<file path="config.mk">
export PLATFORM = sky130hd
export DESIGN_NAME = serial_link_obi_arbiter
export DESIGN_NICKNAME = d
export VERILOG_FILES = /design/src/rtl/serial_link_obi_arbiter.sv
export SDC_FILE = /design/constraint.sdc
export NUM_CORES = 1
export LEC_CHECK = 0
export CAP_MARGIN = 10
export CORE_AREA = 2 2 110 112
export CTS_CLUSTER_DIAMETER = 40
export CTS_CLUSTER_SIZE = 10
export DETAILED_ROUTE_END_ITERATION = 16
export DIE_AREA = 0 0 112 114
export SYNTH_ARGS = -nofsm -noshare
export SYNTH_HDL_FRONTEND = slang
export SYNTH_SLANG_ARGS = --single-unit
</file>
<file path="constraint.sdc">
create_clock -name clk_i -period 2.3 [get_ports clk_i]
set_input_delay 0.575 -clock clk_i [delete_from_list [all_inputs] [get_ports clk_i]]
set_output_delay 0.575 -clock clk_i [all_outputs]
set_load 0.02 [all_outputs]
</file>
<file path="src/rtl/serial_link_obi_arbiter.sv">
// Round-robin OBI arbiter that shares one serial-link OBI slave port between NumReq managers
// and routes each response back to its issuer through an in-order id FIFO.
module serial_link_obi_arbiter #(
    parameter int unsigned NumReq         = 2,
    parameter int unsigned AddrWidth      = 32,
    parameter int unsigned DataWidth      = 32,
    parameter int unsigned MaxOutstanding = 4
) (
    input  logic                            clk_i,
    input  logic                            rst_ni,
    input  logic [NumReq-1:0]               req_i,
    input  logic [NumReq*AddrWidth-1:0]     addr_i,
    input  logic [NumReq-1:0]               we_i,
    input  logic [NumReq*(DataWidth/8)-1:0] be_i,
    input  logic [NumReq*DataWidth-1:0]     wdata_i,
    output logic [NumReq-1:0]               gnt_o,
    output logic [NumReq-1:0]               rvalid_o,
    output logic [DataWidth-1:0]            rdata_o,
    output logic                            mst_req_o,
    output logic [AddrWidth-1:0]            mst_addr_o,
    output logic                            mst_we_o,
    output logic [DataWidth/8-1:0]          mst_be_o,
    output logic [DataWidth-1:0]            mst_wdata_o,
    input  logic                            mst_gnt_i,
    input  logic                            mst_rvalid_i,
    input  logic [DataWidth-1:0]            mst_rdata_i,
    output logic [$clog2(MaxOutstanding+1)-1:0] outstanding_o,
    output logic                            err_o
);

    localparam int unsigned BeWidth  = DataWidth / 8;
    localparam int unsigned IdWidth  = $clog2(NumReq);
    localparam int unsigned CntWidth = $clog2(MaxOutstanding + 1);
    localparam int unsigned PtrWidth = (MaxOutstanding > 1) ? $clog2(MaxOutstanding) : 1;

    typedef enum logic {
        ARB  = 1'b0,
        HOLD = 1'b1
    } state_e;

    state_e                state_q, state_d;
    logic [IdWidth-1:0]    hold_id_q, hold_id_d;
    logic [IdWidth-1:0]    rr_ptr_q;
    logic [IdWidth-1:0]    winner;
    logic [IdWidth-1:0]    sel_id;
    logic [IdWidth-1:0]    fifo_q [MaxOutstanding];
    logic [PtrWidth-1:0]   wr_ptr_q, rd_ptr_q;
    logic [CntWidth-1:0]   count_q;
    logic                  err_q;
    logic                  full;
    logic                  arb_valid;
    logic                  grant_fire;
    logic                  pop;

    assign full      = (count_q == CntWidth'(MaxOutstanding));
    assign arb_valid = !full && (|req_i);

    // First requester at or after rr_ptr, wrapping around
    always_comb begin
        int unsigned idx;
        logic        found;
        idx    = 0;
        found  = 1'b0;
        winner = rr_ptr_q;
        for (int unsigned i = 0; i < NumReq; i++) begin
            idx = 32'(rr_ptr_q) + i;
            if (idx >= NumReq) idx = idx - NumReq;
            if (!found && req_i[IdWidth'(idx)]) begin
                found  = 1'b1;
                winner = IdWidth'(idx);
            end
        end
    end

    always_ff @(posedge clk_i or negedge rst_ni) begin
        if (!rst_ni) begin
            state_q   <= ARB;
            hold_id_q <= '0;
        end else begin
            state_q   <= state_d;
            hold_id_q <= hold_id_d;
        end
    end

    always_comb begin
        state_d   = state_q;
        hold_id_d = hold_id_q;
        case (state_q)
            ARB: begin
                if (arb_valid && !mst_gnt_i) begin
                    state_d   = HOLD;
                    hold_id_d = winner;
                end
            end
            HOLD: begin
                if (mst_gnt_i) state_d = ARB;
            end
            default: state_d = ARB;
        endcase
    end

    // Address phase and response routing; everything is forced low while in reset
    always_comb begin
        mst_req_o   = 1'b0;
        sel_id      = winner;
        mst_addr_o  = '0;
        mst_we_o    = 1'b0;
        mst_be_o    = '0;
        mst_wdata_o = '0;
        case (state_q)
            ARB:     mst_req_o = arb_valid;
            HOLD: begin
                mst_req_o = 1'b1;
                sel_id    = hold_id_q;
            end
            default: mst_req_o = 1'b0;
        endcase
        mst_req_o  = mst_req_o && rst_ni;
        grant_fire = mst_req_o && mst_gnt_i;
        pop        = rst_ni && mst_rvalid_i && (count_q != '0);
        if (mst_req_o) begin
            for (int unsigned i = 0; i < NumReq; i++) begin
                if (sel_id == IdWidth'(i)) begin
                    mst_addr_o  = addr_i[i*AddrWidth +: AddrWidth];
                    mst_we_o    = we_i[i];
                    mst_be_o    = be_i[i*BeWidth +: BeWidth];
                    mst_wdata_o = wdata_i[i*DataWidth +: DataWidth];
                end
            end
        end
        gnt_o    = grant_fire ? (NumReq'(1) << sel_id) : '0;
        rvalid_o = pop ? (NumReq'(1) << fifo_q[rd_ptr_q]) : '0;
        rdata_o  = rst_ni ? mst_rdata_i : '0;
    end

    always_ff @(posedge clk_i) begin
        if (grant_fire) fifo_q[wr_ptr_q] <= sel_id;
    end

    always_ff @(posedge clk_i or negedge rst_ni) begin
        if (!rst_ni) begin
            rr_ptr_q <= '0;
            wr_ptr_q <= '0;
            rd_ptr_q <= '0;
            count_q  <= '0;
            err_q    <= 1'b0;
        end else begin
            if (grant_fire) begin
                rr_ptr_q <= (sel_id == IdWidth'(NumReq - 1)) ? '0 : sel_id + IdWidth'(1);
                wr_ptr_q <= (wr_ptr_q == PtrWidth'(MaxOutstanding - 1)) ? '0
                                                                        : wr_ptr_q + PtrWidth'(1);
            end
            if (pop) begin
                rd_ptr_q <= (rd_ptr_q == PtrWidth'(MaxOutstanding - 1)) ? '0
                                                                        : rd_ptr_q + PtrWidth'(1);
            end
            if (grant_fire && !pop)      count_q <= count_q + CntWidth'(1);
            else if (pop && !grant_fire) count_q <= count_q - CntWidth'(1);
            if (mst_rvalid_i && (count_q == '0)) err_q <= 1'b1;
        end
    end

    assign outstanding_o = count_q;
    assign err_o         = err_q;

endmodule

</file>
# Yosys cells after proc, flatten, opt, wreduce, memory -nomap -nowiden
# Memory sizes are Yosys's and may differ from the RTL's.
# Index checks and enable logic that the tools add are counted.
dict set report op_classes {
  n_reduce_logical 20
  addsub 8
  n_lt_le_gt_ge 4
  n_bitwise 1
  muxes 32
  n_shift 2
  n_eq_ne 3
}
# operator n
set ops {}
lappend ops {{2-to-1 mux 32 bit} 5}
lappend ops {{2-to-1 mux 1 bit} 17}
lappend ops {{logical AND 1 bit} 10}
lappend ops {{2-to-1 mux 2 bit} 4}
lappend ops {{2-to-1 mux 4 bit} 2}
lappend ops {{2-to-1 mux 3 bit} 2}
lappend ops {{logical NOT 1 bit} 5}
lappend ops {{adder 2 x 1 -> 2 bit, second input constant} 2}
lappend ops {{equality test 2 bit, second input constant} 2}
lappend ops {{less-than comparator 1 x 2 -> 1 bit, second input constant} 2}
lappend ops {{one-hot mux 1 bit (2 select lines)} 2}
lappend ops {{<< shifter 1 x 1 -> 2 bit, first input constant} 2}
lappend ops {{adder 3 x 1 -> 3 bit, second input constant} 1}
lappend ops {{equality test 3 bit, second input constant} 1}
lappend ops {{logical NOT 3 bit} 1}
lappend ops {{nonzero test 3 bit} 1}
lappend ops {{subtractor 3 x 1 -> 3 bit, second input constant} 1}
lappend ops {{adder 1 x 1 -> 2 bit, second input constant} 1}
lappend ops {{greater-or-equal comparator 1 x 2 -> 1 bit, second input constant} 1}
lappend ops {{greater-or-equal comparator 2 bit, second input constant} 1}
lappend ops {{AND reduction 2 bit} 1}
lappend ops {{nonzero test 2 bit} 1}
lappend ops {{OR reduction 2 bit} 1}
lappend ops {{subtractor 1 bit, second input constant} 2}
lappend ops {{other kinds (2)} 2}
dict set report totals {
  mem_bits_rw 4
  word_cells 78
  regBits 11
  n_memories 1
}
# name words width rd rd_clocked_by_memory_dff wr line_no
set mem_list {}
lappend mem_list {fifo_q 4 1 1 0 1 46} ;# logic [IdWidth-1:0] fifo_q [MaxOutstanding];

# Depth between registers and ports, before layout
# Gate-level depths: netlist (run 1).
dict set report logic_depth {
  depth_word 11
  ltp_mapped 10
  mapped_depth_nobuf 9
}

# Worst setup path after synthesis (run 1)
# No wires, ideal clock.
dict set report synth_path {
  kind {in2out}
  start {input port req_i[1]}
  end {output port mst_addr_o[0]}
  path_stages 5
  arrival_ns 1.600
  path_slack_ns 0.125
  required_time_ns 1.725
  n_path_buf 1
  cell_sequence {nor2b_2 o211ai_2 buf_2 nand3_1 a21oi_1}
}
dict set report synth_between {
  elab_chain_len 9
  word_cells_on_any_way 16
}
# element line_no
set synth_rtl {}
lappend synth_rtl {{from (decl)} 11} ;# input logic [NumReq-1:0] req_i,
lappend synth_rtl {{2-to-1 mux 1 bit (implied by the code) (2 in series)} 68} ;# if (!found && req_i[IdWidth'(idx)]) begin
lappend synth_rtl {{2-to-1 mux 1 bit} 68}
lappend synth_rtl {{logical NOT 1 bit} 68}
lappend synth_rtl {{logical AND 1 bit} 68}
lappend synth_rtl {{2-to-1 mux 1 bit} 68}
lappend synth_rtl {{2-to-1 mux 1 bit} 110} ;# case (state_q)
lappend synth_rtl {{2-to-1 mux 32 bit} 123} ;# if (sel_id == IdWidth'(i)) begin
lappend synth_rtl {{2-to-1 mux 32 bit (*)} 121} ;# if (mst_req_o) begin
lappend synth_rtl {{to (decl)} 20} ;# output logic [AddrWidth-1:0] mst_addr_o,
# Mark *: on every way between the ends. The rest lies on a longest branch, timed or not. The select of a mux whose other input is x is not followed.

# Final worst setup path (run 1)
dict set report layout_path {
  start {input port req_i[1]}
  end {output port mst_wdata_o[19]}
}
dict set report layout_between {
  elab_chain_len 9
  word_cells_on_any_way 16
}
# element line_no
set layout_rtl {}
lappend layout_rtl {{2-to-1 mux 1 bit (implied by the code) (2 in series)} 68}
lappend layout_rtl {{2-to-1 mux 1 bit} 68}
lappend layout_rtl {{logical NOT 1 bit} 68}
lappend layout_rtl {{logical AND 1 bit} 68}
lappend layout_rtl {{2-to-1 mux 1 bit} 68}
lappend layout_rtl {{2-to-1 mux 1 bit} 110}
lappend layout_rtl {{2-to-1 mux 32 bit} 123}
lappend layout_rtl {{2-to-1 mux 32 bit (*)} 121}
lappend layout_rtl {{to (decl)} 23} ;# output logic [DataWidth-1:0] mst_wdata_o,
# Marks and branches as above.

==> metrics.txt, run 1 <==
status=complete, but fails checks; failing checks=setup timing; async set-reset flop share out of synthesis=0.7333; CTS Sinks=15; ratio of cells with drive above 1 in the final layout=0.3976; Main synth FF type=dfrtp_1; sequential element share of the synthesized area=0.1742; unrepaired setup endpoints after global routing=yes; Worst R2R Start=outstanding_o[2]; compound-gate portion of the synthesized area=0.3313; largest cells by area after synthesis=a21oi_1 (15%), nand3_1 (15%), o21ai_1 (12%), dfrtp_1 (12%), and2_1 (10%); CP Launch Type=input port; Worst path max stage delay=0.16 ns; Global Route Usage Sum=0.2038; row count=40; Syn. warnings=0; routed wire length=15050 µm; Worst setup EP type=primary output; Post-Synth XOR/XNOR Area=0.01158; top-area cell type share of the netlist area=0.1544; fin crit period=2.381 ns; drt wl/cell=18.67 µm; Peak VDD IR=388.5 µV; Max Cap Viol=0; synthesis-to-layout area growth=182.6%; CTS tree=done; fin util=0.5477; Reg2Reg Depth=10; dpl cell area=0.005479 mm²; drt initial violations=168; Achievable Freq=420.0 MHz; Clock Pin Slew Worst Setup and Hold Paths=0.05 ns; max-slew violation count=0; # IOs=286; count of final hold-check violations=0; Bufs on Longest Clock Path=2; Unique masters post-synth=35; cts bufs inserted=3; vias in the first global route=3973; commonest non-fill, non-tap cell in the layout=clkdlybuf4s50_1; Final WS setup=-0.08099 ns; Port Buffer Count=285; die area=0.01277 mm²; worst path cell trace=buf_6, nand2b_4, buf_6, o211ai_4, buf_6, buf_6, buf_16, nand3_4, a21oi_4, buf_6; via count=3980; clk_lat worst skew=0.24 ns; Chip Width=112 µm; clk_skew=0.002269 ns; DIE HEIGHT=114 µm; WP data arrival=1.81 ns; pwr dens=756.8 mW/mm²; Tcrit/Tclk final=1.035; HP Class=input port to asynchronous set/reset pin; Slew headroom=0.7992; Leak Pwr=0.002678 µW; Tightest Pin Transition=0.3024 ns; cell mode on critical path=buf_6; setup tns final=-1.641 ns; worst r2r dst=outstanding_o[2]; setup violators final=54; Min Hold Slack=0.3316 ns; Syn Inst Count=351; mapped cell area=0.002270 mm²; # nets final=843; r2r setup slk=0.13 ns; crit-path max FO=6; DR vias/cell=4.938; post-synthesis mux area share=0.03749; post-route cell area=0.006414 mm²; first-pass GRT wire length=21060 µm; syn avg cell area=6.466 µm²; Fillers=1093; initial antenna violation count=0; Synth area leader=a21oi_1; Slowest-stage cell, CP=buf_6; CTS Root Cell=clkbuf_16; H-Tree Depth=1; Place WS=-0.9896 ns; CP Class=input port to primary output; EDFF count, synth=4; largest family of logic cells by synthesized area=compound AO/OA/AOI/OAI gates; Post-Syn Nets=534; gr ovfl total=0; most frequent cells in the layout=clkdlybuf4s50_1 (175), buf_4 (68), nand3_1 (44), a21oi_2 (44), o21ai_1 (41); detailed-route DRC error count=0; post-route ant nets=0; area share of fa/ha/maj cells after synthesis=0.04190; Req. time, crit path=1.73 ns; final RePlAce weighted congestion=0.8244; initial core utilization=0.1938; hpwl dp=9826 µm; largest net degree at the start of global routing=49; Initial DRT Pass Iterations=4; Synth Area in Simple Gates=0.3065; core area=0.01171 mm²; diodes inserted=0; FF+latch count, synth=15
## stage by stage
step                      power, µW  std cells
after CTS                      4556        802
after detailed placement       3658        780
after global routing           5133        806
after global placement         3610        780
final                          4854        806
after floorplan                2126        351
## cells in the mapped netlist (2+ instances only)
library cell  count
a21o_1            2
a21oi_1          70
and2_1           37
buf_2            13
buf_4             2
buf_6             3
clkbuf_1         21
dfrtp_1          11
edfxtp_1          4
ha_1              6
inv_1             5
mux2_2            2
mux2_4            2
nand2_1           4
nand3_1          70
nor2_1            8
nor2b_1           2
nor3_1            3
o21ai_0          14
o21ai_1          56
xor2_1            2
## flip-flops by register name (all words and copies together), names as in the netlist
| register | count |
|---|---|
| wr_ptr_q | 2 |
| fifo_q | 4 |
| rd_ptr_q | 2 |
| err_o | 1 |
| outstanding_o | 3 |
| rr_ptr_q | 1 |
| hold_id_q | 1 |
| state_q | 1 |
## worst max-delay path: cells and delay by family
kind,cells,cell delay [ns]
simple gates,2,0.21
compound gates,2,0.26
buf+inv,6,0.77
## timing repair
action                     CTS  global route
setup endpoints to repair  107            76
setup buffers               12             1
resized for setup          496            83
hold buffers                 0             0
pin swaps                   44            34
cloned                       8             7
## routing by layer
| metal | share of wire | GRT usage | vias up |
|---|---|---|---|
| met5 | 0 | 0 | - |
| li1 | - | - | 1886 |
| met1 | 0.39 | 0.2412 | 1850 |
| met2 | 0.51 | 0.3749 | 216 |
| met3 | 0.073 | 0.03507 | 28 |
| met4 | 0.027 | 0.06585 | 0 |
## final cells by class
| type | instances | area [µm²] | share of cell area |
|---|---|---|---|
| clock buffer | 3 | 75.07 | 0.01171 |
| clock inverter | 1 | 5.005 | 0.0007803 |
| inverter | 6 | 22.52 | 0.003512 |
| multi-input combinational | 290 | 2217 | 0.3457 |
| sequential | 15 | 395.4 | 0.06165 |
| tap | 147 | 183.9 | 0.02868 |
| timing repair buffer | 344 | 3515 | 0.5480 |
## worst max path at each step
stage	endpoint	slack [ns]	startpoint
6_report	mst_wdata_o[19]	-0.08	req_i[1]
5_1_grt	mst_wdata_o[19]	-0.12	req_i[1]
4_1_cts	mst_addr_o[13]	-0.10	req_i[1]
3_5_place_dp	mst_wdata_o[2]	-0.99	req_i[0]
3_3_place_gp	mst_wdata_o[2]	-0.99	req_i[0]
2_1_floorplan	mst_addr_o[0]	0.13	req_i[1]
## cell families after synthesis
| kind of cell | after synthesis |
|---|---|
| multiplexers | 6 |
| AO/OA/AOI/OAI | 145 |
| flip-flops | 15 |
| buffers and inverters | 46 |
| XOR/XNOR | 3 |
| adder cells (fa/ha/maj) | 7 |
| AND/OR/NAND/NOR | 129 |
## report_power, final
part	leakage, µW	switching, µW	total, µW	internal [µW]
clock network	0.0000409	102	333	232
registers	0.000164	87.5	473	386
logic	0.00247	2110	4050	1940
Power figures use the tool's default switching activity.
==> run 2: changes to the inputs <==
--- a/config.mk
+++ b/config.mk
@@ -5,10 +5,9 @@
 export SDC_FILE = /design/constraint.sdc
 export NUM_CORES = 1
 export LEC_CHECK = 0
-export CAP_MARGIN = 10
+export CAP_MARGIN = 30
 export CORE_AREA = 2 2 110 112
 export CTS_CLUSTER_DIAMETER = 40
-export CTS_CLUSTER_SIZE = 10
 export DETAILED_ROUTE_END_ITERATION = 16
 export DIE_AREA = 0 0 112 114
 export SYNTH_ARGS = -nofsm -noshare
==> results of run 2 <==
Final layout, timing and power as in run 1 (identical DEF).
